===== config.mk =====
export PLATFORM = sky130hd
export DESIGN_NAME = axil_wr_demux
export DESIGN_NICKNAME = d
export VERILOG_FILES = /design/src/rtl/axil_wr_demux.sv
export SDC_FILE = /design/constraint.sdc
export NUM_CORES = 1
export LEC_CHECK = 0
export CORE_AREA = 5 5 147 149
export DETAILED_ROUTE_END_ITERATION = 7
export DIE_AREA = 0 0 152 154
export PLACE_DENSITY = 0.54
export SLEW_MARGIN = 20
export SYNTH_ARGS = -nofsm -noshare
export SYNTH_HDL_FRONTEND = slang
export SYNTH_SLANG_ARGS = --single-unit
export TNS_END_PERCENT = 20

===== constraint.sdc =====
create_clock -name aclk -period 1.78 [get_ports aclk]
set_input_delay 0.267 -clock aclk [delete_from_list [all_inputs] [get_ports aclk]]
set_output_delay 0.267 -clock aclk [all_outputs]
set_load 0.005 [all_outputs]

===== src/rtl/axil_wr_demux.sv =====
// ---------------------------------------------------------------------------
// axil_wr_demux
//   Write-channel router for the priority AXI-Lite interconnect. Steers the
//   arbitrated master's AW/W beats to the slave chosen by the upstream address
//   decoder and returns that slave's B response. A decode error is answered
//   locally with DECERR and never reaches a slave.
//
// Ports
//   aclk, aresetn        clock, synchronous active-low reset
//   slv_valid            registered one-hot (possibly multi-hot) slave select
//   slv_invalid          registered decode-error flag
//   m_axil_aw*/w*/b*     master-facing AW, W, B channels
//   s_axil_aw*/w*/b*     slave-facing channels, flattened, slave k in slice k
//
// State table
//   IDLE  | waiting for a decoded select or decode error
//   ROUTE | forwarding AW and W to slave r_sel until both have handshaken
//   ERR   | absorbing AW and W of an unmapped write
//   RESP  | forwarding B from slave r_sel
//   ERESP | returning DECERR to the master
// ---------------------------------------------------------------------------
module axil_wr_demux #(
   parameter int NUMBER_SLAVE   = 4,
   parameter int AXI_ADDR_WIDTH = 32,
   parameter int AXI_DATA_WIDTH = 32
) (
   input  logic                                      aclk,
   input  logic                                      aresetn,
   input  logic [NUMBER_SLAVE-1:0]                   slv_valid,
   input  logic                                      slv_invalid,
   input  logic [AXI_ADDR_WIDTH-1:0]                 m_axil_awaddr,
   input  logic                                      m_axil_awvalid,
   output logic                                      m_axil_awready,
   input  logic [AXI_DATA_WIDTH-1:0]                 m_axil_wdata,
   input  logic [AXI_DATA_WIDTH/8-1:0]               m_axil_wstrb,
   input  logic                                      m_axil_wvalid,
   output logic                                      m_axil_wready,
   output logic [1:0]                                m_axil_bresp,
   output logic                                      m_axil_bvalid,
   input  logic                                      m_axil_bready,
   output logic [NUMBER_SLAVE*AXI_ADDR_WIDTH-1:0]    s_axil_awaddr,
   output logic [NUMBER_SLAVE-1:0]                   s_axil_awvalid,
   input  logic [NUMBER_SLAVE-1:0]                   s_axil_awready,
   output logic [NUMBER_SLAVE*AXI_DATA_WIDTH-1:0]    s_axil_wdata,
   output logic [NUMBER_SLAVE*AXI_DATA_WIDTH/8-1:0]  s_axil_wstrb,
   output logic [NUMBER_SLAVE-1:0]                   s_axil_wvalid,
   input  logic [NUMBER_SLAVE-1:0]                   s_axil_wready,
   input  logic [NUMBER_SLAVE*2-1:0]                 s_axil_bresp,
   input  logic [NUMBER_SLAVE-1:0]                   s_axil_bvalid,
   output logic [NUMBER_SLAVE-1:0]                   s_axil_bready
);

   localparam int SW = (NUMBER_SLAVE > 1) ? $clog2(NUMBER_SLAVE) : 1;

   typedef enum logic [2:0] {
      IDLE  = 3'd0,
      ROUTE = 3'd1,
      ERR   = 3'd2,
      RESP  = 3'd3,
      ERESP = 3'd4
   } state_t;

   state_t        r_state;
   state_t        w_state_nxt;
   logic [SW-1:0] r_sel;
   logic [SW-1:0] w_sel_nxt;
   logic [SW-1:0] w_low_idx;
   logic          r_aw_done;
   logic          r_w_done;
   logic          w_aw_done_nxt;
   logic          w_w_done_nxt;
   logic          w_aw_hs;
   logic          w_w_hs;

   // Payload is broadcast; only the handshake signals are steered.
   assign s_axil_awaddr = {NUMBER_SLAVE{m_axil_awaddr}};
   assign s_axil_wdata  = {NUMBER_SLAVE{m_axil_wdata}};
   assign s_axil_wstrb  = {NUMBER_SLAVE{m_axil_wstrb}};

   // Overlapping decode ranges resolve to the lowest slave index.
   always_comb begin
      w_low_idx = '0;
      for (int k = NUMBER_SLAVE-1; k >= 0; k--) begin
         if (slv_valid[k]) w_low_idx = SW'(k);
      end
   end

   always_ff @(posedge aclk) begin
      if (!aresetn) begin
         r_state   <= IDLE;
         r_sel     <= '0;
         r_aw_done <= 1'b0;
         r_w_done  <= 1'b0;
      end else begin
         r_state   <= w_state_nxt;
         r_sel     <= w_sel_nxt;
         r_aw_done <= w_aw_done_nxt;
         r_w_done  <= w_w_done_nxt;
      end
   end

   always_comb begin
      w_state_nxt    = r_state;
      w_sel_nxt      = r_sel;
      w_aw_done_nxt  = r_aw_done;
      w_w_done_nxt   = r_w_done;
      w_aw_hs        = 1'b0;
      w_w_hs         = 1'b0;
      m_axil_awready = 1'b0;
      m_axil_wready  = 1'b0;
      m_axil_bvalid  = 1'b0;
      m_axil_bresp   = 2'b00;
      s_axil_awvalid = '0;
      s_axil_wvalid  = '0;
      s_axil_bready  = '0;

      case (r_state)
         IDLE: begin
            if (|slv_valid) begin
               w_sel_nxt     = w_low_idx;
               w_aw_done_nxt = 1'b0;
               w_w_done_nxt  = 1'b0;
               w_state_nxt   = ROUTE;
            end else if (slv_invalid) begin
               w_aw_done_nxt = 1'b0;
               w_w_done_nxt  = 1'b0;
               w_state_nxt   = ERR;
            end
         end

         ROUTE: begin
            s_axil_awvalid[r_sel] = m_axil_awvalid & ~r_aw_done;
            m_axil_awready        = s_axil_awready[r_sel] & ~r_aw_done;
            s_axil_wvalid[r_sel]  = m_axil_wvalid & ~r_w_done;
            m_axil_wready         = s_axil_wready[r_sel] & ~r_w_done;
            w_aw_hs = m_axil_awvalid & m_axil_awready;
            w_w_hs  = m_axil_wvalid & m_axil_wready;
            if (w_aw_hs) w_aw_done_nxt = 1'b1;
            if (w_w_hs)  w_w_done_nxt  = 1'b1;
            if ((r_aw_done | w_aw_hs) && (r_w_done | w_w_hs)) w_state_nxt = RESP;
         end

         ERR: begin
            m_axil_awready = m_axil_awvalid & ~r_aw_done;
            m_axil_wready  = m_axil_wvalid & ~r_w_done;
            w_aw_hs = m_axil_awready;
            w_w_hs  = m_axil_wready;
            if (w_aw_hs) w_aw_done_nxt = 1'b1;
            if (w_w_hs)  w_w_done_nxt  = 1'b1;
            if ((r_aw_done | w_aw_hs) && (r_w_done | w_w_hs)) w_state_nxt = ERESP;
         end

         RESP: begin
            m_axil_bvalid        = s_axil_bvalid[r_sel];
            m_axil_bresp         = s_axil_bresp[int'(r_sel)*2 +: 2];
            s_axil_bready[r_sel] = m_axil_bready;
            if (s_axil_bvalid[r_sel] && m_axil_bready) w_state_nxt = IDLE;
         end

         ERESP: begin
            m_axil_bvalid = 1'b1;
            m_axil_bresp  = 2'b11;
            if (m_axil_bready) w_state_nxt = IDLE;
         end

         default: w_state_nxt = IDLE;
      endcase
   end

endmodule


After elaboration in Yosys (flattened, before gate mapping):

Cells that the tools add are included.
Widths: inputs -> output; s select.

* shift operators: 1
* reductions and logical operators: 11
* bitwise gates (word level): 15
* order comparisons: 2
* mux-type cells: 34
* equality and inequality tests: 13

Operators with widths (number)
* $mux 3: 6
* $ne 2x2->1 const B: 8
* $pmux 3 s5: 1
* $and 4x4->4: 3
* $mux 4: 3
* $mux 1: 10
* $mux 2: 4
* $reduce_and 4->1: 2
* $shiftx 8x4->2: 1
* $and 1x1->1: 6
* $bmux 1 s2: 3
* $eq 3x2->1 const B: 2
* $pmux 1 s2: 3
* $pmux 1 s3: 2
* $reduce_and 5->1: 1
* $logic_and 1x1->1: 4
* $or 1x1->1: 4
* $pmux 2 s2: 1
* $reduce_or 4->1: 1
* $eq 3x1->1 const B: 1
* $eq 3x3->1 const B: 1
* $logic_not 3->1: 1
* $lt 2x3->1 const B: 1
* $ne 3x3->1 const B: 1
* other kinds (5): 6

* bits of input ports: 98
* bits in registers: 7

Logic depth before layout (Yosys ltp):

Gate-level depths: netlist (run 1).

* depth in word-level cells: 8
* depth in mapped cells: 5

Worst setup path before layout (run 1):

No wires, ideal clock.

* kind: reg2out
* start point: reg r_sel[0]
* end point: out m_axil_wready
* stages on the path, launching flop included: 5
* buffers on the path: 1
* data arrival time: 1282 ps
* required time: 1513 ps
* setup slack: 231 ps
* cell sequence: dfxtp_1 -> buf_4 -> mux4_2 -> a22oi_1 -> nor3_1

* longest elaborated chain between the ends: 4

RTL lines
* start: declaration: RTL line 65 `logic [SW-1:0] r_sel;`
* start signal: assignment: RTL line 96 `r_sel <= w_sel_nxt;`
* $bmux 1 s2: RTL line 135 `m_axil_wready = s_axil_wready[r_sel] & ~r_w_done;`
* $mux 1 (implied by the code): RTL line 135
* $and 1x1->1: RTL line 135
* $pmux 1 s2: RTL line 117 `case (r_state)`
* end: declaration: RTL line 37 `output logic m_axil_wready,`

No other way between the ends. The select of a mux whose other input is x is not followed.

Worst setup path in the final report (run 1):

* start point: reg r_state[0]
* end point: out s_axil_wvalid[3]

* longest elaborated chain between the ends: 2

RTL lines
* start: declaration: RTL line 63 `state_t r_state;`
* start signal: assignment: RTL line 95 `r_state <= w_state_nxt;`
* $eq 3x1->1: RTL line 117
* $mux 4: RTL line 117
* end: declaration: RTL line 46 `output logic [NUMBER_SLAVE-1:0] s_axil_wvalid,`

No other way between the ends.

==> results of run 1 <==
## final cells by class
class	count	share of cell area (%)
flip-flops and latches	7	7.95
inverters	5	0.994
clock buffers	4	4.17
well taps	270	17.9
multi-input cells	75	30.5
repair buffers	85	38.5
## through the flow
step	util, %	setup TNS, ns	power, uW
final	9.42	-0.509	1320
after global routing	9.42	-1.11	1410
after CTS	9.27	-1.06	1310
after detailed placement	8.67	-4.90	891
after global placement	8.67	-5.11	893
after floorplan	-	0	992
## per-layer routing
layer | GRT usage [%] | routed length, um | up-vias
met5 | 0 | 7 | -
met4 | 5.86 | 704 | 2
met1 | 4.09 | 1820 | 506
met2 | 7.01 | 2580 | 128
met3 | 3.34 | 1060 | 95
li1 | - | - | 519
## logic make-up (layout without fill, tap and decap cells)
| logic type | after synthesis | count (layout) | synth area share (%) |
|---|---|---|---|
| AND/OR/NAND/NOR | 48 | 48 | 8.81 |
| AO/OA/AOI/OAI | 22 | 22 | 5.98 |
| buffers and inverters | 281 | 94 | 76.0 |
| flip-flops | 7 | 7 | 5.11 |
| multiplexers | 5 | 5 | 4.11 |
## timing repair
item | in CTS | in global routing
gates resized for setup | 46 | 12
hold buffers | 0 | 0
pin swaps | 10 | 4
cloned | 0 | 0
buffers inserted | 3 | 1
setup endpoints to repair | 17 | 10
## sequential cells by signal (all words and copies together), names as in the netlist
name,count
r_sel,2
r_aw_done,1
r_w_done,1
r_state,3
## report_power, final
part | switching [uW] | internal [uW]
Clock | 88.2 | 298
Combinational | 313 | 388
Sequential | 41.6 | 191
## placed cells by master (no fill, tap or decap), drive strengths merged
cell type       n
a211o           1
a211oi          1
a21oi           5
a22oi           2
and3            1
buf            42
clkbuf          6
clkdlybuf4s50  25
dfxtp           7
dlygate4sd2    13
dlymetal6s2s    3
inv             5
mux4            5
nand2           6
nand2b          2
nand3           4
nand4           4
nor2           19
nor2b           2
nor3            5
nor4            1
nor4b           1
o211ai          1
o21ai           3
o221a           3
o22a            1
o22ai           2
o31ai           2
o41ai           1
or2b            1
or3             1
or4             1
## worst min path at each step
stage / cells after the start / slack (ns) / end
6_report: 2 / 0.53 / r_w_done$_SDFFE_PN0P_
5_1_grt: 0 / 0.53 / s_axil_wdata[22]
4_1_cts: 2 / 0.53 / r_w_done$_SDFFE_PN0P_
3_5_place_dp: 2 / 0.53 / r_w_done$_SDFFE_PN0P_
3_3_place_gp: 2 / 0.52 / r_w_done$_SDFFE_PN0P_
2_1_floorplan: 1 / 0.41 / r_sel[0]$_SDFFE_PN0P_
## Yosys cell counts, types with 2 or more instances
cell type and instances:
a21oi_1 5, a22oi_1 2, buf_2 2, buf_4 273, dfxtp_1 7, inv_1 4
mux4_2 5, nand2_1 6, nand2b_1 2, nand3_1 4, nand4_1 4, nor2_1 19
nor2b_1 2, nor3_1 5, o21ai_0 2, o221a_2 3, o22ai_1 2
## tightest hold or removal path, stage by stage (launching register included)
cell,delay (ns)
dfxtp_1,0.30
inv_1,0.08
o22ai_1,0.09
==> impl_metrics.ini, run 1 <==
[run_status]
status = complete, but fails checks
violations = setup timing

[worst_setup_path]
cp-end-kind = output port
rr_worst_depth = 4
arrival_ns = 1.68
path_depth = 4
crit_buf_inv = 2
cp-startpoint = r_state[0]$_SDFFE_PN0P_
cp_slowest_stage_delay_ns = 0.54
critical_path.startpoint_type = flip-flop
r2r-start = r_sel[0]$_SDFFE_PN0P_
path_cells = buf_4, nand4_1, nor2_1, clkdlybuf4s50_1
required_ns = 1.51
reg2reg_to = r_state[1]$_SDFFE_PN0P_
critPathSlowestCell = clkdlybuf4s50_1
critical_path_class = reg2out
cp_top_family = buffers and inverters
cp_max_fo = 5
reg2reg_slack_ns = 0.13
critPathCapture = s_axil_wvalid[3]

[logic_synthesis]
synth.top_cell.area_share_pct = 74.8
async_flop_share_pct = 0
synth_edf_count = 0
yosys_warnings = 0
avgSynthCellArea_um2 = 7.55
ys_top_cells_by_area = buf_4 75%, dfxtp_1 5.1%, mux4_2 4.1%, nor2_1 2.6%, o221a_2 1.2%
synth_top_cell_by_area = buf_4
synth_top_flop_cell = dfxtp_1
netlist_area_um2 = 2740
ys_ff_latch = 7
syn_inst = 363
ys_types = 33
yosysSeqAreaShare_pct = 5.11
synthesis.nets = 461

[global_route]
grt_max_degree = 8
antenna_found_initial = 2
grt_pass1_vias = 1388
grt_pass1_wl_um = 8600
grt_usage_pct = 4.87
grt_overflow = 0

[layout]
postLayoutCellArea_um2 = 1890
seqCellArea_um2 = 150
nFillCells = 2387
stdcell_count = 446
nNetsFinal = 275
area_growth_pct = -31.1
multi_input_area_um2 = 576
drive_above_1_share_pct = 43.8
n_antenna_cell = 0

[timing]
tightest_slew_ns = 0.375
finalCritPeriodShare_pct = 109
slew_viol_final = 0
setup_violations = 6
slew_headroom_pct = 74.9
max_freq_mhz = 513
hold_viol = 0
hold_slack_ns = 0.526
rsz0062_at_grt = true
min_period_ns = 1.95
timing.final.ws_setup_ns = -0.169
finClkSkew_ns = 0.00322

[route]
vias_per_cell = 2.80
first_pass_iters = 4
num_vias = 1250
ant_nets = 0
drcViolationCount = 0
wl_per_cell_um = 13.9
drt_iter0_markers = 42
drt-total-wl_um = 6180

[power_and_ir_drop]
vdd_drop_max_uv = 291
cellPowerDensity_nw_per_um2 = 699
p_leak_uw = 0.000753

[placed_design]
place_inst = 438
hpwl_um = 5250
place.gp.congestion = 0.793
place_area_um2 = 1740
io_buffers = 46
pre_cts_ws_ns = -0.538

[clock_network]
root_buffer = clkbuf_16
htreeDepth = 1
clkLatencyLatePin_ns = 0.23
clkSlewWorstSetupHoldPaths_ns = 0.04
cts_tree = built
cts.sinks = 7
numCtsBuffers = 3
ctsLongestPathBuffers = 2

[die]
die_w_um = 152
ios = 387
std_cell_rows = 52
initial_core_util_pct = 13.7
fp.dieArea_um2 = 23400
die_y_um = 154
fp.coreArea_um2 = 20000

[worst_hold_path]
worstHoldStart = r_w_done$_SDFFE_PN0P_
hold_class = reg2reg

[flow_run]
drv_cap = 0
No activity file was read; power rests on OpenSTA's default activity.
==> run 2: changes to the inputs <==
--- a/config.mk
+++ b/config.mk
@@ -5,10 +5,10 @@
 export SDC_FILE = /design/constraint.sdc
 export NUM_CORES = 1
 export LEC_CHECK = 0
-export CORE_AREA = 5 5 147 149
+export CORE_AREA = 2 2 148 150
 export DETAILED_ROUTE_END_ITERATION = 7
-export DIE_AREA = 0 0 152 154
-export PLACE_DENSITY = 0.54
+export DIE_AREA = 0 0 150 152
+export PLACE_DENSITY = 0.52
 export SLEW_MARGIN = 20
 export SYNTH_ARGS = -nofsm -noshare
 export SYNTH_HDL_FRONTEND = slang
==> run 2 against run 1 <==
The run still ends with setup timing left. Design area decreased by 2.0%. Non-clock buffer count fell by 7. Maximum frequency is 3.1% higher. Total power decreased by 1.6%. Sequential power rose by 3%. Via count fell by 2.6%. Sequential share of layout area rose by 0.23 points. Worst hold slack improved by 0.0065 ns. Global-route usage grew 0.42 points. Register-to-register slack worse by 0.02 ns. Count of clock-buffer cells in the layout stayed put. Largest cell class unchanged.
==> impl_metrics.ini, run 2 (synthesis gave the netlist of run 1 again) <==
[power_and_ir_drop]
cellPowerDensity_nw_per_um2 = 702
vdd_drop_max_uv = 274
clock_power_share_pct = 30.1
p_int_uw = 855
power_uw = 1300
switchingPower_uw = 443
p_leak_uw = 0.000749
seqPwrFrac_pct = 18.4
combPwrFrac_pct = 51.5
sw_frac_of_total_pct = 34.1

[layout]
top_regs = r_state x3, r_sel x2
n_antenna_cell = 0
largest_reg_flops = 3
final_common_cell = buf_4
drive_above_1_share_pct = 39.1
utilization_pct = 8.67
area_growth_pct = -32.5
mostFrequentLayoutCells = 28 x buf_4, 25 x clkdlybuf4s50_1, 18 x nor2_1
top_register = r_state
nNetsFinal = 268

[route]
num_vias = 1218
ant_nets = 0
drt-total-wl_um = 6410
first_pass_iters = 4
wl_per_cell_um = 14.3
vias_per_cell = 2.71
drcViolationCount = 0
drt_iter0_markers = 69

[clock_network]
root_buffer = clkbuf_16
clkLatencyLatePin_ns = 0.23
numCtsBuffers = 3
cts.sinks = 7
htreeDepth = 1
ctsLongestPathBuffers = 2
cts_tree = built
clkSlewWorstSetupHoldPaths_ns = 0.04

[global_route]
met3_usage_pct = 3.15
grt_usage_pct = 5.29
grt_overflow = 0
use_met1_pct = 4.25
antenna_found_initial = 1
grt_max_degree = 9
grtUsageMet2_pct = 7.33
grt_pass1_wl_um = 8830
busiest_layer = met4
grt_pass1_vias = 1356

[worst_hold_path]
hold_depth = 4
min_to = r_aw_done$_SDFFE_PN0P_
hold_class = in2reg
worstHoldStart = m_axil_awvalid

[die]
std_cell_rows = 54
die_y_um = 152
die_w_um = 150
ios = 387
fp.dieArea_um2 = 22800
initial_core_util_pct = 12.8
fp.coreArea_um2 = 21400

[worst_setup_path]
critical_path.startpoint_type = flip-flop
cp-end-kind = output port
cp_top_family = buffers and inverters
cp_max_fo = 4
required_ns = 1.51
critical_path_class = reg2out
r2r-start = r_sel[0]$_SDFFE_PN0P_
crit_buf_inv = 2
cp_slowest_stage_delay_ns = 0.50
reg2reg_slack_ns = 0.11
arrival_ns = 1.62
reg2reg_to = r_state[1]$_SDFFE_PN0P_
rr_worst_depth = 4
critPathSlowestCell = clkdlybuf4s50_1
path_cells = nor2_4, nand4_1, buf_6, nor2_1, clkdlybuf4s50_1
cp-startpoint = r_state[2]$_SDFFE_PN0P_

[run_status]
status = complete, but fails checks
violations = setup timing

[timing]
finalCritPeriodShare_pct = 106
hold_viol = 0
tightest_slew_ns = 0.326
slew_headroom_pct = 78.1
rsz0062_at_grt = true
min_period_ns = 1.89
slew_viol_final = 0
max_freq_mhz = 529
timing.final.ws_setup_ns = -0.110
finClkSkew_ns = 0.00113
setup_violations = 4

[placed_design]
pre_cts_ws_ns = -0.625
place.gp.congestion = 0.757
io_buffers = 46
hpwl_um = 5350

[flow_run]
drv_cap = 0
-- run 2: worst max path at each step --
stage | cells after the start | endpoint | slack, ns
floorplan | 4 | m_axil_wready | 0.23
global placement | 5 | m_axil_wready | -0.64
detailed placement | 5 | m_axil_wready | -0.62
CTS | 5 | m_axil_wready | -0.22
global route | 5 | s_axil_awvalid[1] | -0.16
finish | 5 | s_axil_awvalid[1] | -0.11
-- run 2: power by group through the flow --
stage                     logic (uW)  registers (uW)  clock network, uW
final                            668             239                391
after global routing             730             245                404
after CTS                        661             233                395
after detailed placement         644             228                  0
after global placement           647             228                  0
after floorplan                  779             212                  0
-- run 2: stage by stage --
stage	area, um2	TNS (ns)	instances	hold WS (ns)
floorplan	2740	0	363	0.414
CTS	1810	-1.17	447	0.534
global placement	1710	-5.01	442	0.534
detailed placement	1710	-4.67	442	0.534
global route	1850	-0.585	449	0.534
finish	1850	-0.270	449	0.532
-- run 2: worst register-to-register path, cell delays in order, from the launching register on --
cell,delay [ns]
dfxtp_4,0.39
mux4_2,0.56
buf_4,0.16
a211oi_1,0.33
o31ai_2,0.10
-- run 2: repair_timing --
item | 4_1_cts | 5_1_grt
setup buffers | 1 | 2
hold buffers | 0 | 0
resized for setup | 43 | 16
hold endpoints to repair | 0 | 0
pin swaps | 4 | 4
setup endpoints to repair | 18 | 14
-- run 2: layout make-up --
cell class              count  area [um2]
repair buffers             78         696
fillers                  2550       19500
multi-input cells          75         556
flip-flops and latches      7         151
well taps                 280         350
inverters                   5        18.8
clock buffers               4        78.8
-- run 2: routing by layer --
layer | wire length (um) | vias to the layer above
met5 | 0 | -
met4 | 1020 | 0
met3 | 1100 | 98
met1 | 1720 | 489
li1 | - | 501
met2 | 2580 | 130
==> run 3: changes to the inputs <==
--- a/config.mk
+++ b/config.mk
@@ -9,7 +9,6 @@
 export DETAILED_ROUTE_END_ITERATION = 7
 export DIE_AREA = 0 0 150 152
 export PLACE_DENSITY = 0.52
-export SLEW_MARGIN = 20
 export SYNTH_ARGS = -nofsm -noshare
 export SYNTH_HDL_FRONTEND = slang
 export SYNTH_SLANG_ARGS = --single-unit
==> results of run 3 <==
The final DEF is identical to that of run 2; final timing and power are the same.
==> RTL edit 1: new RTL, config.mk and constraints of run 1 <==
Change the parameter `NUMBER_SLAVE` from 4 to 2.
--- a/src/rtl/axil_wr_demux.sv
+++ b/src/rtl/axil_wr_demux.sv
@@ -20,7 +20,7 @@
 //   ERESP | returning DECERR to the master
 // ---------------------------------------------------------------------------
 module axil_wr_demux #(
-   parameter int NUMBER_SLAVE   = 4,
+   parameter int NUMBER_SLAVE   = 2,
    parameter int AXI_ADDR_WIDTH = 32,
    parameter int AXI_DATA_WIDTH = 32
 ) (
Ports: changed (11 resized); port bits go from 387 to 233. The function was not compared with the original's and may differ.
==> RTL edit 1 against run 1 <==
- hold slack better by 8.2 ps
- worst setup slack improved by 250 ps
- fmax rose by 15%
- area after synthesis fell by 42%
- global-route usage down 1.8 points
- count of clock-buffer cells in the layout down 1
- register-to-register slack lost 40 ps
- non-clock buffer count fell by 36
- wire length is 41% lower
- die area stayed put
- synthesized cell count down 42%
- sequential cell count fell by 1
- power is 22% lower
- cell area decreased by 24%
- critical endpoint is now r_state[1]
- largest cell class is now multi-input combinational cells
==> RTL edit 1: results (changes against run 1) <==
* Worst setup slack before clock tree synthesis at -326.9 ps (+211.2 ps)
* Maximum clock skew at final layout at 3.511 ps (+0.2913 ps)
* Maximum number of pins on one net before global-route repair at 10 (+2)
* Via count of the first global-routing pass at 977 (-30%)
* Arrival time reported for the critical path endpoint at 1800 ps (+120 ps)
* Share of the cycle needed by the critical path after routing at 95.49% (-14 points)
* Average detailed-routed wire length per instance at 9.327 um (-33%)
* Reg2reg setup slack at 90 ps (-40 ps)
* Run status: completed
* Seq/Total Area, Yosys at 7.541% (+2.4 points)
* Transition time of the tightest slew-check pin at 323.5 ps (-51.46 ps)
* Fill cell instance count of the final layout at 2397 (+0.42%)
* Most numerous cell types in the synthesized netlist: 137 x sky130_fd_sc_hd__buf_4, 7 x sky130_fd_sc_hd__nand2_1, 7 x sky130_fd_sc_hd__nor2_1
* Post-CTS sizing at 37 (-20%)
* Last weighted congestion value of the routability-driven placer at 0.6352 (-20%)
* Total instance count after detailed placement at 385 (-12%)
* Placed standard-cell area at 0.001285 mm2 (-26%)
* Number of nets at the end of the flow at 210 (-24%)
* Post-Synthesis Net Count at 295 (-36%)
* Average footprint of a synthesized cell at 7.621 um2 (+0.96%)
* Top cells by area, synth: sky130_fd_sc_hd__buf_4 65%, sky130_fd_sc_hd__dfxtp_1 7.5%, sky130_fd_sc_hd__a21oi_1 1.9%, sky130_fd_sc_hd__nor3_1 1.9%, sky130_fd_sc_hd__nor3b_1 1.9%
* Count of unique library cells instantiated by Yosys at 30 (-9.1%)
* Peak supply drop at 0.1885 mV (-35%)
* Post-Route Hold Slack at 534.0 ps (+8.183 ps)
* Highest fanout seen on the critical path at 2 (-3)
* First-iteration detailed-routing DRC count at 24 (-43%)
* Detailed Route WL at 3656 um (-41%)
## RTL edit 1: changes by cell type in the layout (fill, tap and decap cells not counted), sizes merged, moves of 3 or more
| cell | change |
|---|---|
| nor2 | -12 |
| mux2i | +3 |
| mux4 | -5 |
| dlymetal6s2s | -3 |
| dlygate4sd2 | -8 |
| buf | -17 |
| nor3b | +4 |
| nand4 | -4 |
| o221a | -3 |
| clkdlybuf4s50 | -8 |
| nand3 | -4 |
| inv | -3 |
## RTL edit 1: final timing paths
kind	cells after the start	endpoint	startpoint
worst max-delay path	7	r_state[1]	s_axil_wready[0]
worst max register to register	7	r_state[1]	r_sel
worst min register to register	3	r_sel	r_sel
worst min-delay path	0	s_axil_awaddr[20]	m_axil_awaddr[20]
## RTL edit 1: layout make-up
class                      count  area share, %
sequential                     6          8.844
tap                          270          23.64
timing repair buffer          49          29.33
inverter                       2         0.5254
clock buffer                   3          5.254
multi-input combinational     62          32.40
## RTL edit 1: cell families (layout without fill, tap and decap cells)
| kind of cell | after synthesis | in the layout |
|---|---|---|
| DFF | 6 | 6 |
| and+or+nand+nor | 32 | 32 |
| AOI/OAI and AO/OA | 25 | 25 |
| buffers and inverters | 141 | 54 |
| muxes | 5 | 5 |
## RTL edit 1: critical path: cells and delay by family
kind,cells,cell delay [ps]
compound gates,4,690
buf+inv,2,550
mux,1,290
## RTL edit 1: per-layer routing
| metal | part of all wire, % | vias up | routed length, um | GRT usage, % |
|---|---|---|---|---|
| li1 | - | 372 | - | - |
| met1 | 33 | 361 | 1195 | 2.494 |
| met2 | 48 | 35 | 1767 | 5.059 |
| met3 | 9.1 | 49 | 333 | 1.461 |
| met4 | 9.8 | 0 | 359 | 3.339 |
| met5 | 0 | - | 0 | 0 |
==> RTL edit 2: new RTL, flow settings as in run 1 <==
Made on the original files. The 5 states of `state_t` get a one-hot encoding in 5 bits.
--- a/src/rtl/axil_wr_demux.sv
+++ b/src/rtl/axil_wr_demux.sv
@@ -52,12 +52,12 @@
 
    localparam int SW = (NUMBER_SLAVE > 1) ? $clog2(NUMBER_SLAVE) : 1;
 
-   typedef enum logic [2:0] {
-      IDLE  = 3'd0,
-      ROUTE = 3'd1,
-      ERR   = 3'd2,
-      RESP  = 3'd3,
-      ERESP = 3'd4
+   typedef enum logic [4:0] {
+      IDLE  = 5'b00001,
+      ROUTE = 5'b00010,
+      ERR   = 5'b00100,
+      RESP  = 5'b01000,
+      ERESP = 5'b10000
    } state_t;
 
    state_t        r_state;
Check against the original RTL: same outputs for any inputs over 4 cycles, from zero or initial values and one cycle with aresetn low; so few cycles prove little.
==> RTL edit 2 against run 1 <==
- the run still ends with negative setup slack left
- area after synthesis grew 5.4%
- sequential cell count grew 2
- first-iteration DRC count grew 55%
- power shrank 1.4%
- cell area grew 9.0%
- cell count grew 5.4%
- wire length grew 7.1%
- worst setup slack lost 81 ps
==> RTL edit 2: results (changes against run 1) <==
* Switching component of the power at 408.5 uW (-7.8%)
* DR vias at 1358 (+8.6%)
* CTS H-Tree Depth at 1 (unchanged)
* First-pass GRT wire length at 9149 um (+6.4%)
* Arrival time reported for the critical path endpoint at 1760 ps (+80 ps)
* Number of nets at the end of the flow at 299 (+8.7%)
* Pleak at 0.7289 nW (-3.2%)
* Fill cell instance count of the final layout at 2366 (-0.88%)
* Slowest cell on the critical path: sky130_fd_sc_hd__or3_4
* Biggest registers after layout: r_state (5), r_sel (2)
* Detailed Place HPWL at 5472 um (+4.2%)
* Antenna violations before repair at 1 (-1)
* Share of final-layout standard cells stronger than drive strength 1 at 45.00% (+1.3 points)
* Violated checks: negative setup slack
* Post-layout worst setup margin at -249.6 ps (-80.74 ps)
* Via count of the first global-routing pass at 1442 (+3.9%)
* Accumulated negative setup slack at -1798 ps (-1289 ps)
* Detailed Route WL at 6620 um (+7.1%)
* Post-DR vias/cell at 2.889 (+3.1%)
* Maximum clock skew at final layout at 6.899 ps (+3.679 ps)
* Highest fanout seen on the critical path at 4 (-1)
* Seq/Total Area, Yosys at 6.236% (+1.1 points)
* Count of unique library cells instantiated by Yosys at 36 (+9.1%)
* Peak supply drop at 0.2731 mV (-6.1%)
* Top cells by area, synth: sky130_fd_sc_hd__buf_4 71%, sky130_fd_sc_hd__dfxtp_1 6.2%, sky130_fd_sc_hd__mux2i_1 2.4%, sky130_fd_sc_hd__mux4_2 2.3%, sky130_fd_sc_hd__nand2_1 2.1%
* Worst Hold Class: primary input to primary output
* Post-Synthesis Net Count at 482 (+4.6%)
* First-iteration detailed-routing DRC count at 65 (+55%)
* Crit path largest cell delay at 410 ps (-130 ps)
* Reg2Reg Depth at 10 (+6)
* Total Routing Usage GR at 5.115% (+0.25 points)
* Worst setup slack before clock tree synthesis at -419.3 ps (+118.8 ps)
* Clock-pin slew on the worst setup and hold paths at 40 ps (about the same)
* Combinational power share at 49.3% (-3.8 points)
* Worst max-slew margin expressed relative to the limit at 75.72% (+0.81 points)
* Run status: finished, violations left
* Number of setup violations in the final report at 10 (+4)
* Most numerous cell types in the synthesized netlist: 273 x sky130_fd_sc_hd__buf_4, 16 x sky130_fd_sc_hd__nand2_1, 15 x sky130_fd_sc_hd__nor2_1
* Maximum number of pins on one net before global-route repair at 12 (+4)
* Last weighted congestion value of the routability-driven placer at 0.7342 (-7.4%)
==> RTL edit 2: cell types whose count changed after synthesis, moves of 3 or more <==
cell / change
sky130_fd_sc_hd__nor2_1: -4
sky130_fd_sc_hd__nand2_1: +10
sky130_fd_sc_hd__nand4_1: -4
sky130_fd_sc_hd__o221a_2: -3
sky130_fd_sc_hd__o21ai_1: +4
sky130_fd_sc_hd__mux2i_1: +7
sky130_fd_sc_hd__a21oi_1: +3
==> RTL edit 2: cells by family (layout without fill, tap and decap cells) <==
group	after synthesis	after routing	share of synthesized area, %
buffers and inverters	281	97	72.07
and+or+nand+nor	57	57	10.91
AOI/OAI and AO/OA	27	27	6.020
muxes	10	10	4.764
DFF	9	9	6.236
==> RTL edit 2: timing repair <==
| action | CTS | global route |
|---|---|---|
| pin swaps | 11 | 7 |
| endpoints found under the setup margin | 17 | 18 |
| gates resized for setup | 66 | 14 |
| buffers inserted | 6 | 2 |
==> RTL edit 2: final cells by class <==
class	instances	area [um2]	area share [%]
clock inverter	1	5.005	0.2432
multi-input combinational	94	693.2	33.68
inverter	5	18.77	0.9119
tap	270	337.8	16.41
timing repair buffer	88	742.0	36.05
clock buffer	3	75.07	3.647
sequential	9	186.4	9.058
==> RTL edit 2: metal layers <==
metal	wire length, um	share of wire, %	global-route usage, %	vias up
li1	-	-	-	588
met1	1932	29	4.184	538
met2	2847	43	7.282	151
met3	1159	18	3.879	79
met4	674	10	6.036	2
met5	7	0.11	0	-
==> RTL edit 2: final timing paths <==
check,startpoint,slack (ps),endpoint
max,r_state[0],-250,s_axil_wvalid[0]
max reg2reg,r_state[0],10,r_state[4]
min reg2reg,r_aw_done,590,r_aw_done
min,m_axil_awaddr[20],530,s_axil_awaddr[116]
==> RTL edit 2: worst max-delay path: cells and delay by family, from the launching register on <==
| family | cells | cell delay (ps) |
|---|---|---|
| AND/OR/NAND/NOR | 4 | 920 |
| buffers and inverters | 2 | 310 |
| flip-flops | 1 | 310 |
==> RTL edit 2: power by group through the flow <==
stage / logic, mW / registers (mW) / clock network [mW]
3_3_place_gp: 0.592 / 0.259 / 0
2_1_floorplan: 0.772 / 0.253 / 0
6_report: 0.641 / 0.263 / 0.397
4_1_cts: 0.635 / 0.262 / 0.403
3_5_place_dp: 0.590 / 0.259 / 0
5_1_grt: 0.694 / 0.268 / 0.409
